--- config.mk ---
export PLATFORM = sky130hd
export DESIGN_NAME = mul8_recon
export DESIGN_NICKNAME = d
export VERILOG_FILES = /design/src/rtl/mul8_recon.sv
export SDC_FILE = /design/constraint.sdc
export NUM_CORES = 1
export LEC_CHECK = 0
export CORE_AREA = 2 2 102 104
export CTS_BUF_LIST = sky130_fd_sc_hd__clkbuf_16
export CTS_CLUSTER_DIAMETER = 50
export DETAILED_ROUTE_END_ITERATION = 10
export DIE_AREA = 0 0 104 106
export GPL_TIMING_DRIVEN = 0
export PLACE_DENSITY = 0.61
export SETUP_SLACK_MARGIN = 0.1
export SLEW_MARGIN = 5
export SYNTH_ARGS = -nofsm -noshare
export SYNTH_HDL_FRONTEND = slang
export SYNTH_SLANG_ARGS = --single-unit
export TNS_END_PERCENT = 50
--- constraint.sdc ---
create_clock -name clk -period 2.3 [get_ports clk]
set_input_delay 0.46 -clock clk [delete_from_list [all_inputs] [get_ports clk]]
set_output_delay 0.46 -clock clk [all_outputs]
set_load 0.02 [all_outputs]
--- src/rtl/mul8_recon.sv ---
// mul8_recon: sequential 8-bit unsigned shift-add multiplier that rebuilds a
// dividend from divider outputs, P = SC * Q + R. One iteration per clock and
// eight iterations per run, so the latency is fixed regardless of operands.
//
// Ports:
//   clk    - single clock, rising edge
//   rst_n  - asynchronous active-low reset
//   start  - request, sampled only while busy = 0
//   SC     - divisor / multiplicand (8 bits), sampled with start
//   Q      - quotient / multiplier (8 bits), sampled with start
//   R      - remainder / addend (8 bits), sampled with start
//   busy   - high while a run is in progress
//   done   - one-cycle pulse when P is updated
//   P      - reconstructed dividend (16 bits), held until the next done
//   err    - consistency flag, qualified by done
//
// Build option: define MUL8_RECON_CHECK_EN to register err with P. err is set
// when the triple cannot come from a valid 8-bit division (SC == 0, R >= SC,
// or a dividend wider than 8 bits). Without the macro err is tied to 0.
module mul8_recon (
  input  logic        clk,
  input  logic        rst_n,
  input  logic        start,
  input  logic [7:0]  SC,
  input  logic [7:0]  Q,
  input  logic [7:0]  R,
  output logic        busy,
  output logic        done,
  output logic [15:0] P,
  output logic        err
);

  typedef enum logic {
    IDLE = 1'b0,
    RUN  = 1'b1
  } state_t;

  state_t      r_state;
  logic [15:0] r_acc;
  logic [15:0] r_mcand;
  logic [7:0]  r_mplier;
  logic [2:0]  r_cnt;
  logic        r_busy;
  logic        r_done;
  logic [15:0] r_p;

  logic [15:0] w_addend;
  logic [15:0] w_sum;

  // The largest possible result is 255*255+255 = 65280, so the 16-bit add
  // never needs a carry out.
  assign w_addend = r_mplier[0] ? r_mcand : 16'h0000;
  assign w_sum    = r_acc + w_addend;

  // NOTE: all state is assigned with <= so every register samples the values
  // from before the edge; w_sum is therefore the sum for the current iteration.
  always_ff @(posedge clk or negedge rst_n) begin
    if (!rst_n) begin
      r_state  <= IDLE;
      r_acc    <= 16'h0000;
      r_mcand  <= 16'h0000;
      r_mplier <= 8'h00;
      r_cnt    <= 3'd0;
      r_busy   <= 1'b0;
      r_done   <= 1'b0;
      r_p      <= 16'h0000;
    end else begin
      r_done <= 1'b0;
      case (r_state)
        IDLE: begin
          if (start) begin
            r_mcand  <= {8'h00, SC};
            r_mplier <= Q;
            r_acc    <= {8'h00, R};
            r_cnt    <= 3'd0;
            r_busy   <= 1'b1;
            r_state  <= RUN;
          end
        end
        RUN: begin
          r_acc    <= w_sum;
          r_mcand  <= r_mcand << 1;
          r_mplier <= r_mplier >> 1;
          r_cnt    <= r_cnt + 3'd1;
          if (r_cnt == 3'd7) begin
            r_p     <= w_sum;
            r_done  <= 1'b1;
            r_busy  <= 1'b0;
            r_state <= IDLE;
          end
        end
      endcase
    end
  end

  assign busy = r_busy;
  assign done = r_done;
  assign P    = r_p;

`ifdef MUL8_RECON_CHECK_EN
  // Shadow copies of SC and R: the inputs may change after the accept edge.
  logic [7:0] r_sc_sh;
  logic [7:0] r_r_sh;
  logic       r_err;

  always_ff @(posedge clk or negedge rst_n) begin
    if (!rst_n) begin
      r_sc_sh <= 8'h00;
      r_r_sh  <= 8'h00;
      r_err   <= 1'b0;
    end else begin
      if (r_state == IDLE && start) begin
        r_sc_sh <= SC;
        r_r_sh  <= R;
      end
      if (r_state == RUN && r_cnt == 3'd7) begin
        r_err <= (r_sc_sh == 8'h00) | (r_r_sh >= r_sc_sh) | (w_sum[15:8] != 8'h00);
      end
    end
  end

  assign err = r_err;
`else
  assign err = 1'b0;
`endif

endmodule
==> flow_summary.ini, run 1 <==
[outcome]
violations = negative setup slack
status = finished with violations

[yosys]
syn_inst = 343
synth_area_mm2 = 0.00340
synth_nets = 388
synth_area_leaders = dfrtp_1, ha_1, nand2_1
synth_edf_count = 0
yosysTopAreaCellShare = 0.456
synth_ff_type = dfrtp_1
ys_seq_area_frac = 0.456
synth-seq-cells = 62
synth_top_cells_by_count = dfrtp_1, nand2_1, o21ai_0
async_reset_ff_frac = 1.00
synth_top_area_cell = dfrtp_1
synth_cell_type_count = 44
yosys_warnings = 0
syn-mean-instance-area_um2 = 9.93
synth.most_common_cell = dfrtp_1

[die]
dieArea_mm2 = 0.0110
coreArea_mm2 = 0.0100
io_pins = 46
dieHeight_um = 106
start_util = 0.340
rows = 37
die_width_um = 104

[detailed_routing]
drt.antenna.violating_nets = 0
wl_per_cell_um = 15.4
routed_via_density = 4.98
drtPass1Iterations = 4
wl_mm = 8.60
num_vias = 2776
drc = 0
first_iter_violations = 113

[power_and_ir_drop]
leakage_nw = 2.04
p_total_w = 0.00613
ir_drop_uv = 473
power.density_mw_per_mm2 = 1290

[setup_path]
path_class = register to register
crit_path_max_fanout = 8
worst_path_max_delay_cell = dfrtp_2
path_cells = buf_8 > and2_4 > ha_4 > fa_2 > a21oi_4 > o211ai_4 > a21o_1 > a21oi_2 > xnor2_2 > mux2_4
critical_path.startpoint = r_mplier[0]$_DFFE_PN0P_
arrival_ns = 2.63
setup.worst_path.end = P[8]$_DFFE_PN0P_
worstReg2RegEnd = P[8]$_DFFE_PN0P_
crit_buf_inv = 1
cp-start-kind = register
slowest_delay_ns = 0.43
crit_path_end_kind = register
crit_cells = 10
reg2reg_slack_ns = -0.13
crit_family = compound AO/OA/AOI/OAI gates
r2r_start = r_mplier[0]$_DFFE_PN0P_
crit_required_ns = 2.51
rr_worst_depth = 10

[timing]
setup_slack_ns = -0.125
max_freq_mhz = 412
fin_worst_skew_ns = 0.0102
period_needed_ns = 2.43
maxSlewHeadroom = 0.466
whs_ns = 0.210
hold_violations = 0
worst_pin_slew_ns = 0.798
rsz0062_at_grt = true
finalSetupViolations = 8
post-route-period-util = 1.05
slew_violations = 0

[finish]
n_antenna_cell = 0
nNetsFinal = 461
final_area_mm2 = 0.00474
final_util = 0.474
drive_gt1_frac = 0.228
layout.cells.non_filler = 557
areaGrowthSynthToFinish_pct = 39.1

[worst_hold_path]
hp-class = input pin to async pin

[placement]
placed_area_mm2 = 0.00402
io_buffers = 44
place_congestion = 0.811
dp_cells = 523
dp_hpwl_mm = 5.76

[clock_network]
path_clk_slew_ns = 0.06
h-tree-depth = 3
clock_path_buffers = 2
clock_sinks = 62
cts_tree = done
cts_root_buf = clkbuf_16
cts_made_buffers = 9
clk_latency_ns = 0.33

[global_routing]
grt_pass1_wl_mm = 14.0
grt.total_usage = 0.160
grt.overflow.total = 0
grt_start_max_net_pins = 63
grt_pass1_vias = 2828
grt_antenna_before_repair = 0

[flow_run]
cap_violations = 0
how the worst min path moves through the flow:
| stage | startpoint | cells past startpoint | slack [ns] | to |
|---|---|---|---|---|
| detailed placement | r_mplier[4]$_DFFE_PN0P_ | 2 | 0.47 | r_mplier[3]$_DFFE_PN0P_ |
| global placement | P[5]$_DFFE_PN0P_ | 2 | 0.46 | P[5]$_DFFE_PN0P_ |
| global route | rst_n | 1 | 0.29 | done$_DFF_PN0_ |
| floorplan | rst_n | 0 | 0.16 | P[0]$_DFFE_PN0P_ |
| finish | rst_n | 1 | 0.21 | P[11]$_DFFE_PN0P_ |
| CTS | rst_n | 1 | 0.26 | done$_DFF_PN0_ |
cells in the final DEF (no fill, tap or decap), types with 2 or more instances in the layout:
cell             synthesis  routed
a31oi_1                  3       3
inv_1                    8       9
xor2_1                  11      10
dfrtp_1                 62      61
a21oi_1                 15      10
buf_6                    3       5
a211oi_2                 0       3
ha_4                     0      10
nor2_1                  12      12
o21ai_0                 38      35
and2_1                  16      11
o21a_1                   2       2
buf_1                    2       2
clkdlybuf4s50_1          0      43
nand3_1                  5       5
a22o_1                   8       8
o21ai_2                  0       3
buf_2                    2       2
clkbuf_16                0       9
ha_1                    17       7
and3_4                   1       2
o2111ai_2                0       2
a21o_1                   2       2
a21oi_2                  3       7
bufinv_16                0       2
nor2b_1                  8       8
nand2_1                 53      52
o211ai_1                 2       2
mux2i_1                 18      18
o21ai_1                  4       4
clkinv_2                 0       2
clkbuf_1                 8       7
mux2_2                   8       7
a211oi_1                 9       6
xnor2_1                  3       2
buf_4                    2      19
and2_4                   0       5
area by class of cell:
class                           count  area (µm²)
Timing Repair Buffer               62         577
Inverter                            9        33.8
Sequential cell                    62        1550
Clock inverter                      7        90.1
Fill cell                         948        5260
Multi-Input combinational cell    255        1980
Clock buffer                        9         225
Tap cell                          136         170
Buffer                             17         111
metrics by stage:
stage          TNS (ns)  worst slack (ns)
6_report         -0.388            -0.125
3_5_place_dp      -2.81            -0.301
2_1_floorplan         0            0.0250
3_3_place_gp     -84.31             -1.33
4_1_cts          -0.428            -0.124
5_1_grt           -1.24            -0.153
kinds of logic (layout without fill, tap and decap cells):
group	after synthesis	count (layout)	share of synthesized area
AOI/OAI and AO/OA	98	98	0.189
and+or+nand+nor	98	98	0.133
DFF	62	62	0.456
muxes	26	26	0.0794
buffers and inverters	26	104	0.0382
adders and majority gates	18	18	0.0684
xor gates and xnor gates	14	14	0.0360
other	1	1	0.00110
metal layers:
metal	wire length, µm	up-vias	global-route usage
li1	-	1350	-
met1	3960	1351	0.211
met2	4230	60	0.268
met3	263	15	0.0215
met4	140	0	0.0656
met5	0	-	0
power by group:
group          total, W  switching (W)  leakage, nW  internal [W]
Combinational   0.00279        0.00146         1.10       0.00133
Sequential      0.00189       0.000326        0.782       0.00156
Clock           0.00145       0.000510        0.157      0.000942
timing repair:
action	in CTS	in global routing
hold buffers	0	0
pin swaps	30	16
resized for setup	37	14
buffers inserted	14	4
endpoints found under the setup margin	22	20
state kept, by name, indices dropped and copies added (netlist names):
register / count
P: 16
busy: 1
done: 1
r_acc: 16
r_cnt: 3
r_mcand: 16
r_mplier: 8
r_state: 1
No activity file was read; power rests on OpenSTA's default activity.
==> run 2: changes to the inputs <==
Settings changed: PLACE_DENSITY 0.61 to not set.
==> flow_summary.ini, run 2 (same netlist as run 1, synthesis figures left out) <==
[placement]
place_congestion = 0.812
dp_hpwl_mm = 5.67
dp_cells = 523
io_buffers = 44
pre_cts_ws_ns = -0.267

[power_and_ir_drop]
p_total_w = 0.00637
leakage_nw = 2.08
ir_drop_uv = 429
power.density_mw_per_mm2 = 1320

[clock_network]
clock_sinks = 62
h-tree-depth = 3
cts_root_buf = clkbuf_16
path_clk_slew_ns = 0.06
clk_latency_ns = 0.34
clock_path_buffers = 2
cts_made_buffers = 9
cts_tree = done

[detailed_routing]
wl_per_cell_um = 16.3
first_iter_violations = 146
num_vias = 2840
drt.antenna.violating_nets = 0
drc = 0
drtPass1Iterations = 4
routed_via_density = 5.09
wl_mm = 9.10

[finish]
nNetsFinal = 462
final_common_cell = dfrtp_1
areaGrowthSynthToFinish_pct = 41.9
layout.cells.non_filler = 558
drive_gt1_frac = 0.254
final_util = 0.483
n_antenna_cell = 0
mostFrequentLayoutCells = dfrtp_1, nand2_1, clkdlybuf4s50_1

[setup_path]
worst_path_max_delay_cell = dfrtp_2
critical_path.startpoint = r_mplier[0]$_DFFE_PN0P_
r2r_start = r_mplier[0]$_DFFE_PN0P_
arrival_ns = 2.62
crit_path_max_fanout = 3
path_class = register to register
crit_required_ns = 2.52
slowest_delay_ns = 0.43
crit_path_end_kind = register
path_cells = buf_8 > and2_4 > ha_4 > fa_2 > a21oi_4 > o211ai_4 > a21o_1 > a21oi_2 > xnor2_2 > mux2_4
cp-start-kind = register

[timing]
rsz0062_at_grt = true
fin_tns_setup_ns = -0.513
slew_violations = 0
fin_worst_skew_ns = 0.00687
maxSlewHeadroom = 0.447
post-route-period-util = 1.05
setup_slack_ns = -0.108
worst_pin_slew_ns = 0.827
max_freq_mhz = 415
finalSetupViolations = 11
hold_violations = 0
period_needed_ns = 2.41

[flow_run]
cap_violations = 0

[global_routing]
grt.total_usage = 0.165
grt_antenna_before_repair = 0
grt_start_max_net_pins = 63
grt_pass1_wl_mm = 14.4
grt_pass1_vias = 2885
grt.overflow.total = 0

[die]
dieHeight_um = 106
die_width_um = 104
io_pins = 46
coreArea_mm2 = 0.0100
rows = 37
dieArea_mm2 = 0.0110
start_util = 0.340

[outcome]
violations = negative setup slack
status = finished with violations

[worst_hold_path]
hp-class = input pin to async pin
-- run 2: cell count changes in the layout (fill, tap and decap cells not counted), sizes merged --
cell / delta
inv: -1
clkinv: +1
buf: +1
clkinvlp: -1
bufinv: +1
-- run 2: through the flow --
| stage | cell area, µm² | hold slack [ns] |
|---|---|---|
| after detailed placement | 4020 | 0.469 |
| after CTS | 4680 | 0.258 |
| after global placement | 4020 | 0.462 |
| final | 4830 | 0.211 |
| after floorplan | 3410 | 0.164 |
| after global routing | 4830 | 0.284 |
-- run 2: timing repair --
action,CTS,global route
hold buffers,0,0
resized for setup,42,23
buffers inserted,15,4
endpoints found under the setup margin,22,22
pin swaps,27,27
-- run 2: final cells by class --
class | count | area, µm²
repair buffers | 63 | 598
fillers | 919 | 5170
well taps | 136 | 170
inverters | 9 | 33.8
clock inverters | 7 | 113
multi-input cells | 255 | 2030
clock buffers | 9 | 225
plain buffers | 17 | 111
flip-flops and latches | 62 | 1550
-- run 2: worst paths after layout --
kind,end,slack [ns],cells after the start
worst max-delay path,P[8]$_DFFE_PN0P_,-0.11,10
worst min-delay path,P[9]$_DFFE_PN0P_,0.21,1
worst max register to register,P[8]$_DFFE_PN0P_,-0.11,10
worst min register to register,P[2]$_DFFE_PN0P_,0.47,2
max in group asynchronous,r_mplier[0]$_DFFE_PN0P_,1.51,1
min in group clk,P[2]$_DFFE_PN0P_,0.47,2
-- run 2: power by group --
part	switching (W)	total, W	internal, W	leakage (nW)
combinational	0.00154	0.00293	0.00139	1.13
sequential	0.000326	0.00189	0.00156	0.782
clock	0.000503	0.00155	0.00105	0.167
total	0.00237	0.00637	0.00401	2.08
-- run 2: critical path, delay by kind of cell (launching register included) --
| family | cells | cell delay [ns] |
|---|---|---|
| multiplexers | 1 | 0.25 |
| flip-flops | 1 | 0.43 |
| AND/OR/NAND/NOR | 1 | 0.14 |
| buffers and inverters | 1 | 0.13 |
| AO/OA/AOI/OAI | 4 | 0.69 |
| adder cells (fa/ha/maj) | 2 | 0.56 |
| XOR/XNOR | 1 | 0.08 |
-- run 2: layer usage --
metal  GRT usage  up-vias  wire length, µm
li1            -     1359                -
met1       0.211     1390             4170
met2       0.281       71             4380
met3      0.0245       20              324
met4      0.0637        0              218
met5           0        -                0
==> run 3: changes to the inputs <==
Clock period 2.3 ns to 2.11 ns, I/O delays scaled along.
==> flow_summary.ini, run 3 (same netlist as run 1, synthesis figures left out) <==
[setup_path]
r2r_start = r_mplier[0]$_DFFE_PN0P_
reg2reg_slack_ns = -0.25
setup.worst_path.end = P[8]$_DFFE_PN0P_
crit_required_ns = 2.33
rr_worst_depth = 10
crit_path_end_kind = register
path_class = register to register
worst_path_max_delay_cell = dfrtp_2
arrival_ns = 2.58
cp-start-kind = register
crit_path_max_fanout = 6
worstReg2RegEnd = P[8]$_DFFE_PN0P_
path_cells = buf_8 > and2_4 > ha_4 > fa_2 > a21oi_4 > o211ai_4 > a21o_1 > a21oi_2 > xnor2_1 > mux2_4
critical_path.startpoint = r_mplier[0]$_DFFE_PN0P_
slowest_delay_ns = 0.43

[clock_network]
cts_root_buf = clkbuf_16
cts_made_buffers = 9
clk_latency_ns = 0.33
path_clk_slew_ns = 0.06
h-tree-depth = 3
clock_path_buffers = 2
cts_tree = done
hold_buffers = 0
clock_sinks = 62

[outcome]
status = finished with violations
violations = negative setup slack

[finish]
nNetsFinal = 460
final_util = 0.481
areaGrowthSynthToFinish_pct = 41.4
final_common_cell = dfrtp_1
n_antenna_cell = 0
register_area_mm2 = 0.00155
nFillCells = 934
drive_gt1_frac = 0.248
mostFrequentLayoutCells = dfrtp_1, nand2_1, clkdlybuf4s50_1
multi_input_area_mm2 = 0.00204

[detailed_routing]
first_iter_violations = 154
wl_per_cell_um = 16.0
num_vias = 2799
wl_mm = 8.91
drt.antenna.violating_nets = 0
drtPass1Iterations = 4
drc = 0
routed_via_density = 5.03

[worst_hold_path]
hp-class = input pin to async pin

[die]
start_util = 0.340
die_width_um = 104
rows = 37
io_pins = 46
dieHeight_um = 106
dieArea_mm2 = 0.0110
coreArea_mm2 = 0.0100

[placement]
dp_hpwl_mm = 5.74
io_buffers = 44
place_congestion = 0.798

[timing]
period_needed_ns = 2.36
fin_tns_setup_ns = -3.19
fin_worst_skew_ns = 0.00790
finalSetupViolations = 19
post-route-period-util = 1.12
setup_slack_ns = -0.252
maxSlewHeadroom = 0.443
hold_violations = 0
max_freq_mhz = 423
slew_violations = 0
rsz0062_at_grt = true
worst_pin_slew_ns = 0.832

[power_and_ir_drop]
leakage_nw = 2.04
intPower_w = 0.00423
p_clk_frac = 0.235
p_seq_frac = 0.305
p_sw_w = 0.00256
p_sw_frac = 0.377
ir_drop_uv = 588
p_total_w = 0.00679
p_comb_frac = 0.460
power.density_mw_per_mm2 = 1410

[global_routing]
grt_start_max_net_pins = 63
grt_antenna_before_repair = 0
grt_pass1_vias = 2835
grt_pass1_wl_mm = 14.2
grt.overflow.total = 0
grt.total_usage = 0.164

[flow_run]
cap_violations = 0
==> run 3: power by group through the flow <==
stage | combinational (W) | sequential [W] | clock [W]
final | 0.00312 | 0.00207 | 0.00160
after global routing | 0.00342 | 0.00214 | 0.00168
after CTS | 0.00289 | 0.00205 | 0.00163
after detailed placement | 0.00258 | 0.00203 | 0
after global placement | 0.00253 | 0.00202 | 0
after floorplan | 0.00160 | 0.00214 | 0
==> run 3: repair_timing <==
item                       in CTS  in global routing
gates cloned                    0                  0
setup buffers                  10                  7
hold endpoints to repair        0                  0
pin swaps                      19                 31
setup endpoints to repair      24                 26
resized for setup              36                 32
==> run 3: worst min-delay path by stage <==
stage               slack, ns                      end  cells past startpoint
floorplan                0.13         P[0]$_DFFE_PN0P_                      0
global placement         0.46         P[6]$_DFFE_PN0P_                      2
detailed placement       0.47  r_mplier[1]$_DFFE_PN0P_                      2
CTS                      0.21  r_mplier[5]$_DFFE_PN0P_                      1
global route             0.24         P[8]$_DFFE_PN0P_                      1
finish                   0.17         P[8]$_DFFE_PN0P_                      1
==> run 3: per-stage QoR <==
step           setup slack, ns  cell area (µm²)  instances  hold WS (ns)
2_1_floorplan           -0.164             3410        343         0.126
3_3_place_gp             -1.47             4020        523         0.462
3_5_place_dp            -0.455             4020        523         0.469
4_1_cts                 -0.291             4620        549         0.213
5_1_grt                 -0.314             4810        556         0.237
6_report                -0.252             4810        556         0.170
==> run 3: layout make-up <==
| type | instances | area share |
|---|---|---|
| clock inverters | 7 | 0.0205 |
| multi-input cells | 255 | 0.425 |
| flip-flops and latches | 62 | 0.323 |
| well taps | 136 | 0.0353 |
| repair buffers | 61 | 0.120 |
| plain buffers | 17 | 0.0231 |
| clock buffers | 9 | 0.0468 |
| inverters | 9 | 0.00702 |
==> run 3: critical path, delay by kind of cell, from the launching register on <==
family | cells | cell delay [ns]
adders and majority gates | 2 | 0.56
DFF | 1 | 0.43
xor gates and xnor gates | 1 | 0.09
buffers and inverters | 1 | 0.14
AOI/OAI and AO/OA | 4 | 0.63
muxes | 1 | 0.26
and+or+nand+nor | 1 | 0.14
==> run 3: metal layers <==
layer / share of wire / GRT usage
met1: 0.46 / 0.217
met2: 0.49 / 0.272
met3: 0.036 / 0.0221
met4: 0.021 / 0.0695
met5: 0 / 0
==> edit: new RTL, config.mk and constraints of run 3 <==
Register the input `Q` before use. The logic sees it one clock later. The other inputs are not delayed to match.
--- a/src/rtl/mul8_recon.sv
+++ b/src/rtl/mul8_recon.sv
@@ -36,4 +36,10 @@
   } state_t;
 
+  logic [7:0] Q_q;
+
+  always_ff @(posedge clk) begin
+    Q_q <= Q;
+  end
+
   state_t      r_state;
   logic [15:0] r_acc;
@@ -71,5 +77,5 @@
           if (start) begin
             r_mcand  <= {8'h00, SC};
-            r_mplier <= Q;
+            r_mplier <= Q_q;
             r_acc    <= {8'h00, R};
             r_cnt    <= 3'd0;
Check against the original RTL: not equivalent (Yosys sat finds a counterexample within 10 cycles, from zero or initial values and one cycle with rst_n low).
==> edit against run 3 <==
  * The flow still finishes with violations (negative setup slack)
  * Worst setup slack lost 0.24 ns
  * Area after synthesis grew 4.5%
  * Final cell count grew 1.3%
  * Count of clock-buffer cells in the layout is the same
  * Total power shrank 2.8%
  * Worst hold slack lost 0.013 ns
  * Sequential share of layout area grew 3.9 points
  * Sequential cell count grew 8
  * Design area shrank 1.6%
  * Routed wire length shrank 3.6%
  * Synthesized cell count grew 3.5%
  * Utilization shrank 0.79 points
==> edit: results (changes against run 3) <==
[synth]
yosysSeqAreaShare=0.481  ; +0.0253
synthTopCellsByArea=dfrtp_1 (44%), ha_1 (6.0%), nand2_1 (5.6%), mux2i_1 (5.3%), o21ai_0 (5.3%)
synth.avg_cell_area_sq_um=10.0  ; +0.99%
synth-compound-area-share=0.165  ; -0.0236
synthTopCellsByCount=dfrtp_1 (62), nand2_1 (53), o21ai_0 (38), mux2i_1 (19), and2_1 (18)
synth.most_common_cell=dfrtp_1
synth_fa_ha_area_frac=0.0654  ; -0.00296
synth_cell_types=50  ; +14%
synth_nets=400  ; +3.1%
syn_inst=355  ; +3.5%
synth_xor_area_frac=0.0320  ; -0.00402
synthArstFlopShare=0.886  ; -0.114

[layout]
bufAreaShareNonClock=0.133  ; -0.0100
nMultiInputCombCells=257  ; +0.78%
inverters=10  ; +1
buffers=74  ; -5.1%
area_growth_pct=33.1
seq_cells=70  ; +13%
nFillCells=944  ; +1.1%
sh_seq_area=0.362  ; +0.0392
final_nets=467  ; +1.5%
clockNetworkAreaShare=0.0621  ; -0.00522
layout-drive-gt1-share=0.169  ; -0.0790
multi_input_area_sq_mm=0.00189  ; -7.5%

[global_route]
grt_usage=0.165  ; +0.00114
grt_pass1_vias=2891  ; +2.0%
grt_pass1_wl_um=14300  ; +0.58%

[timing]
fin_setup_tns_ns=-5.39  ; -2.20 ns
finClkSkew_ns=0.0111  ; +0.00323 ns
min_period_ns=2.61  ; +0.244 ns
worst_pin_slew_ns=0.816  ; -0.0165 ns
setup_viol=18  ; -1
fin_ws_ns=-0.496  ; -0.244 ns

[power_and_ir_drop]
swShare=0.387  ; +0.0101
cellLeakagePower_nw=2.13  ; +4.3%
pwr-share-seq=0.332  ; +0.027
vdd_drop_max_uv=474  ; -19%

[critical_path]
r2r_cells=11  ; +1
cp_max_fo=5  ; -1
cp_top_family=compound AO/OA/AOI/OAI gates

[placement]
gp_congestion=0.827  ; +3.6%
dp_slack_ns=-0.722  ; -0.267 ns
hpwl_um=5850  ; +1.9%
dp.cells=535  ; +2.3%

[run_status]
status=finished with violations
violations=negative setup slack

[routing]
wl_per_cell_um=15.3  ; -4.8%
drtIter0Drc=122  ; -21%
wl_um=8590  ; -3.6%

==> edit: cell count changes in the layout (fill, tap and decap cells not counted), moves of 5 or more <==
cell / run 3 / this run
nand2_1: 48 / 53
ha_4: 12 / 7
and2_1: 9 / 15
ha_1: 5 / 10
dfxtp_1: 0 / 8
buf_6: 8 / 2
nand2_2: 5 / 0
==> edit: worst paths after layout <==
path                                    startpoint                       to  slack [ns]
min reg2reg                       P[7]$_DFFE_PN0P_         P[7]$_DFFE_PN0P_        0.48
min                                          rst_n    r_acc[11]$_DFFE_PN0P_        0.16
max in group asynchronous                    rst_n  r_mplier[0]$_DFFE_PN0P_        1.36
max reg2reg                r_mplier[0]$_DFFE_PN0P_    r_acc[14]$_DFFE_PN0P_       -0.50
min in group clk                  P[7]$_DFFE_PN0P_         P[7]$_DFFE_PN0P_        0.48
max                        r_mplier[0]$_DFFE_PN0P_    r_acc[14]$_DFFE_PN0P_       -0.50
==> edit: power groups by stage <==
| stage | combinational, mW | sequential, mW | clock, mW |
|---|---|---|---|
| 2_1_floorplan | 1.62 | 2.29 | 0 |
| 3_3_place_gp | 2.54 | 2.18 | 0 |
| 3_5_place_dp | 2.59 | 2.19 | 0 |
| 6_report | 2.90 | 2.19 | 1.51 |
| 4_1_cts | 2.84 | 2.18 | 1.53 |
| 5_1_grt | 3.23 | 2.26 | 1.59 |
==> edit: per-layer routing <==
layer,vias up,global-route usage,part of all wire
li1,1383,-,-
met1,1345,0.216,0.48
met2,49,0.275,0.48
met3,7,0.0380,0.034
met4,0,0.0492,0.012
met5,-,0,0
==> edit: repair_timing <==
action / CTS / global route
resized for setup: 25 / 10
setup endpoints to repair: 30 / 25
pin swaps: 19 / 16
setup buffers: 11 / 1
